### config.mk
export PLATFORM = sky130hd
export DESIGN_NAME = rr_req_gnt_arbiter
export DESIGN_NICKNAME = d
export VERILOG_FILES = /design/src/rtl/rr_req_gnt_arbiter_pkg.sv /design/src/rtl/rr_req_gnt_arbiter_pick.sv /design/src/rtl/rr_req_gnt_arbiter.sv
export SDC_FILE = /design/constraint.sdc
export NUM_CORES = 1
export LEC_CHECK = 0
export ABC_AREA = 1
export BUFFER_PORTS_ARGS = -buffer_cell sky130_fd_sc_hd__buf_2
export CAP_MARGIN = 5
export CORE_MARGIN = 3
export CORE_UTILIZATION = 35
export DETAILED_ROUTE_END_ITERATION = 16
export PLACE_DENSITY = 0.55
export SYNTH_ARGS = -nofsm -noshare
export SYNTH_HDL_FRONTEND = slang
export SYNTH_SLANG_ARGS = --single-unit
### constraint.sdc
create_clock -name clk -period 5.85 [get_ports clk]
set_input_delay 0.585 -clock clk [delete_from_list [all_inputs] [get_ports clk]]
set_output_delay 0.585 -clock clk [all_outputs]
set_load 0.02 [all_outputs]
### src/rtl/rr_req_gnt_arbiter_pkg.sv
`default_nettype none
// ============================================================
// Package : arb_pkg
// Shared state encoding and defaults for the round-robin arbiter.
// Rev 1.0
// ============================================================
package arb_pkg;

  typedef enum logic [1:0] {
    IDLE  = 2'd0,
    BUSY  = 2'd1,
    FORCE = 2'd2
  } arb_state_e;

  localparam int DEF_N_REQ    = 4;
  localparam int DEF_MAX_HOLD = 8;

  // Modulo-n wrap for an index that is known to be below 2*n.
  function automatic int wrap_idx(input int idx, input int n);
    return (idx >= n) ? idx - n : idx;
  endfunction

endpackage
`default_nettype wire

### src/rtl/rr_req_gnt_arbiter_pick.sv
`default_nettype none
// ============================================================
// Module : rr_pick
// Cyclic first-one search over req starting at ptr.
// Rev 1.0
// ============================================================
module rr_pick
  import arb_pkg::*;
#(
  parameter int N_REQ = DEF_N_REQ,
  localparam int ID_W = $clog2(N_REQ)
) (
  input  logic [N_REQ-1:0] req,
  input  logic [ID_W-1:0]  ptr,
  output logic [ID_W-1:0]  winner,
  output logic             found
);

  logic [N_REQ-1:0] rot;
  logic [ID_W-1:0]  src_idx;
  int               off;

  always_comb begin
    rot     = '0;
    src_idx = '0;
    off     = 0;
    for (int j = 0; j < N_REQ; j++) begin
      src_idx = ID_W'(wrap_idx(int'(ptr) + j, N_REQ));
      rot[j]  = req[src_idx];
    end
    // Descending scan so the lowest set offset wins.
    for (int j = N_REQ - 1; j >= 0; j--) begin
      if (rot[j]) off = j;
    end
    found  = |rot;
    winner = ID_W'(wrap_idx(int'(ptr) + off, N_REQ));
  end

endmodule
`default_nettype wire

### src/rtl/rr_req_gnt_arbiter.sv
`default_nettype none
// ============================================================
// Module : rr_req_gnt_arbiter
// Round-robin req/gnt arbiter with registered grant and hold timeout.
// Rev 1.0
// ============================================================
module rr_req_gnt_arbiter
  import arb_pkg::*;
#(
  parameter int N_REQ    = DEF_N_REQ,
  parameter int MAX_HOLD = DEF_MAX_HOLD,
  localparam int ID_W    = $clog2(N_REQ)
) (
  input  logic             clk,
  input  logic             reset,
  input  logic [N_REQ-1:0] req,
  output logic [N_REQ-1:0] gnt,
  output logic             gnt_valid,
  output logic [ID_W-1:0]  gnt_id,
  output logic             timeout
);

  localparam int HC_W = (MAX_HOLD > 0) ? $clog2(MAX_HOLD + 1) : 1;

  arb_state_e       state_q, state_d;
  logic [ID_W-1:0]  ptr_q, ptr_d;
  logic [HC_W-1:0]  hcnt_q, hcnt_d;
  logic [N_REQ-1:0] gnt_q, gnt_d;
  logic [ID_W-1:0]  gnt_id_q, gnt_id_d;
  logic             timeout_q, timeout_d;

  logic [ID_W-1:0]  pick_win;
  logic             pick_found;

  rr_pick #(.N_REQ(N_REQ)) u_pick (
    .req    (req),
    .ptr    (ptr_q),
    .winner (pick_win),
    .found  (pick_found)
  );

  always_comb begin
    state_d   = state_q;
    ptr_d     = ptr_q;
    hcnt_d    = hcnt_q;
    gnt_d     = gnt_q;
    gnt_id_d  = gnt_id_q;
    timeout_d = 1'b0;

    // In BUSY the holder's own req bit is low whenever we re-arbitrate,
    // so a shared pick path serves IDLE, handover and FORCE alike.
    if (state_q == IDLE || state_q == FORCE || !req[gnt_id_q]) begin
      if (pick_found) begin
        gnt_d           = '0;
        gnt_d[pick_win] = 1'b1;
        gnt_id_d        = pick_win;
        ptr_d           = (pick_win == ID_W'(N_REQ - 1)) ? '0 : pick_win + 1'b1;
        hcnt_d          = HC_W'(1);
        state_d         = BUSY;
      end else begin
        gnt_d    = '0;
        gnt_id_d = '0;
        hcnt_d   = '0;
        state_d  = IDLE;
      end
    end else if (MAX_HOLD != 0 && hcnt_q == HC_W'(MAX_HOLD)) begin
      gnt_d     = '0;
      gnt_id_d  = '0;
      hcnt_d    = '0;
      timeout_d = 1'b1;
      state_d   = FORCE;
    end else if (MAX_HOLD != 0) begin
      hcnt_d = hcnt_q + HC_W'(1);
    end
  end

  always_ff @(posedge clk) begin
    if (reset) begin
      state_q   <= IDLE;
      ptr_q     <= '0;
      hcnt_q    <= '0;
      gnt_q     <= '0;
      gnt_id_q  <= '0;
      timeout_q <= 1'b0;
    end else begin
      state_q   <= state_d;
      ptr_q     <= ptr_d;
      hcnt_q    <= hcnt_d;
      gnt_q     <= gnt_d;
      gnt_id_q  <= gnt_id_d;
      timeout_q <= timeout_d;
    end
  end

  assign gnt       = gnt_q;
  assign gnt_valid = |gnt_q;
  assign gnt_id    = gnt_id_q;
  assign timeout   = timeout_q;

`ifndef SYNTHESIS
  a_onehot: assert property (@(posedge clk) disable iff (reset) $onehot0(gnt));
  a_valid:  assert property (@(posedge clk) disable iff (reset) gnt_valid == |gnt);
  a_req_gnt: assert property (@(posedge clk) disable iff (reset)
                              (!gnt_valid && |req) |=> gnt_valid);
  a_to_gap: assert property (@(posedge clk) disable iff (reset) timeout |-> !gnt_valid);

  for (genvar i = 0; i < N_REQ; i++) begin : g_gnt_past
    a_gnt_req: assert property (@(posedge clk) disable iff (reset) gnt[i] |-> $past(req[i]));
  end

  if (MAX_HOLD != 0) begin : g_hold_chk
    // Length of the current run of one unchanged grant, saturating just past the limit.
    logic [HC_W:0]    run_q, run_d;
    logic [N_REQ-1:0] prev_gnt_q;

    always_comb begin
      run_d = '0;
      if (gnt_q != '0 && gnt_q == prev_gnt_q)
        run_d = (int'(run_q) > MAX_HOLD) ? run_q : run_q + (HC_W+1)'(1);
      else if (gnt_q != '0)
        run_d = (HC_W+1)'(1);
    end

    always_ff @(posedge clk) begin
      if (reset) begin
        run_q      <= '0;
        prev_gnt_q <= '0;
      end else begin
        run_q      <= run_d;
        prev_gnt_q <= gnt_q;
      end
    end

    a_max_hold: assert property (@(posedge clk) disable iff (reset) int'(run_q) <= MAX_HOLD);
  end
`endif

endmodule
`default_nettype wire
==> flow_summary.yaml <==
drt:
  dr_wl_met3_um: 38
  route.detailed.drc: 0
  drtIter0Drc: 26
  routedWlPerCell_um: 10.3
  wl_met1_um: 903
  firstDrtPassIters: 4
  top_layer_used: "met4"
  route.met2.wl_um: 931
  routed_wl_um: 1890
  vias: 842
  viasPerCell: 4.58
  postRouteAntennaNets: 0
worst_setup_path:
  reg2regPathDepth: 14
  worst_ep_arrival_time_ps: 2670
  path_class: "register to register"
  start_kind: "register"
  ff2ff_setup_slack_ps: 3360
  critPathMaxFanout: 12
  cp-end-kind: "register"
  cp.required_ps: 6030
placement:
  gp_congestion: 0.807
  place_area_sq_um: 1070
  io_buffer_count: 13
  hpwl_um: 1530
run:
  drv_cap: 0
clock_network:
  path_clk_slew_ps: 90
  root_buffer: "clkbuf_4"
  cts_buffers: 3
  clock_path_buffers: 2
  post_cts_resized: 0
  cts_htree_levels: 1
  cts_tree: "done"
  clkLatencyLatePin_ps: 280
  holdBufCountCts: 0
  clkSinkCount: 14
  post-cts-setup-buffers: 0
yosys:
  synth_ff_type: "dfxtp_1"
  yosys_warnings: 0
  ys_seq_elements: 14
  async_flop_share: 0
  synth_seq_area_share: 0.282
  synth_top_family_by_area: "simple AND/OR/NAND/NOR gates"
  synth_nets: 150
  avgSynthCellArea_sq_um: 7.14
  syn-cell-area_sq_um: 992
  synthCells: 139
  synth_compound_area_frac: 0.0631
  synth-simple-area-share: 0.463
  synthAdderAreaFrac: 0.0631
  synth-edff-count: 0
  synth.distinct_cells: 26
  synthMuxAreaShare: 0
  synthXorXnorAreaFrac: 0.0265
global_route:
  antenna_found_initial: 0
  grt_overflow_total: 0
  grt_pass1_wl_um: 3640
  track_usage: 0.131
  grt_pass1_vias: 854
  grt_max_degree: 13
finish:
  stdcell_area_sq_um: 1110
  area_delta_synth_final_pct: 11.7
  num_antenna_cells: 0
  drive_gt1_frac: 0.299
  num-nets-final: 166
  n_fill_cell: 274
floorplanning:
  rows: 18
  chipWidth_um: 59.2
  core-area_sq_um: 2590
  die_h_um: 59.2
  die-area_sq_um: 3510
  ioPinCount: 14
  start_util: 0.383
sta:
  worst_pin_slew_ps: 508
  fmax_mhz: 401
  period_needed_ps: 2490
  finalSetupTns_ps: 0
  report.final.slew_viol_count: 0
  timing.final.crit_share: 0.426
  setup_viol: 0
  grt_setup_unrepaired: "no"
  relSlewSlack: 0.661
  holdWs_ps: 490
  hold_violations: 0
  clock-skew-final_ps: 2.55
min_path:
  hold_class: "register to register"
  hold-path-cell-count: 2
pwr:
  irDropWorstVdd_mv: 0.364
  p_total_uw: 639
  leakage_uw: 0.000598
  p_per_area_nw_per_um2: 576
run_status:
  outcome: "complete, no violations"
==> per-layer routing <==
layer,vias up,global-route usage
met2,8,0.225
met5,-,0
li1,460,-
met4,0,0.0485
met3,2,0.0131
met1,372,0.169
==> cell families (layout without fill, tap and decap cells) <==
kind of cell    Yosys count  count (layout)
compound gates           10              10
xor+xnor                  3               3
fa+ha+maj                 5               5
buf+inv                  21              36
flops                    14              14
simple gates             86              86
==> cells in the final DEF, fill, tap and decap left out, drive strengths merged <==
master / netlist / layout
ha: 5 / 5
xnor2: 1 / 1
buf: 2 / 13
clkbuf: 0 / 4
a21oi: 2 / 2
nand2: 59 / 59
inv: 19 / 19
o21ai: 6 / 6
nand3b: 1 / 1
nor2: 15 / 15
xor2: 2 / 2
nand3: 9 / 9
nand4: 2 / 2
o211ai: 1 / 1
o21bai: 1 / 1
dfxtp: 14 / 14
==> state kept, by name, indices dropped and copies added, names as in the netlist <==
| register | cells |
|---|---|
| gnt_id | 2 |
| gnt | 4 |
| timeout | 1 |
| ptr_q | 2 |
| state_q | 1 |
| hcnt_q | 4 |
==> cell usage after synthesis, types with 3 or more instances <==
cell | number | share of area
nand2_1 | 41 | 0.16
ha_1 | 5 | 0.063
nor2_1 | 12 | 0.045
nand2_2 | 12 | 0.076
inv_1 | 16 | 0.061
o21ai_1 | 3 | 0.015
nand2_4 | 6 | 0.068
nand3_2 | 3 | 0.030
dfxtp_1 | 14 | 0.28
nand3_1 | 6 | 0.030
==> stage by stage <==
| stage | setup slack (ps) | instances | util |
|---|---|---|---|
| after floorplan | 3640 | 139 | - |
| after global placement | 3320 | 180 | 0.414 |
| after detailed placement | 3310 | 180 | 0.414 |
| after CTS | 3350 | 184 | 0.428 |
| after global routing | 3130 | 184 | 0.428 |
| final | 3360 | 184 | 0.428 |
==> layout make-up <==
type	count	area, sq um	area share
Sequential cell	14	280	0.253
Inverter	19	78.8	0.0711
Tap cell	30	37.5	0.0339
Clock buffer	4	36.3	0.0327
Multi-Input combinational cell	104	611	0.551
Timing Repair Buffer	13	65.1	0.0587
==> power by group <==
| part | switching (uW) | internal (uW) | leakage [uW] |
|---|---|---|---|
| sequential | 36.1 | 125 | 0.000115 |
| clock | 32.7 | 37.8 | 0.0000210 |
| combinational | 260 | 147 | 0.000462 |
| total | 329 | 310 | 0.000598 |
==> critical path, stage by stage (launching register included) <==
cell and delay, ps:
dfxtp_1 650, nand2_1 140, nand2_2 120, nand2_1 60, nand2_1 100, a21oi_1 70
nor2_1 140, ha_1 180, xor2_1 230, inv_1 80, nand3_2 100, nand2_4 70
ha_1 270, o21ai_1 130, nor2_1 50
==> path summary, 6_finish.rpt <==
path                 start  endpoint
setup / recovery  ptr_q[0]  ptr_q[1]
hold / removal      gnt[3]    gnt[3]
setup reg to reg  ptr_q[0]  ptr_q[1]
hold reg to reg     gnt[3]    gnt[3]
(Power assumes the default switching activity.)
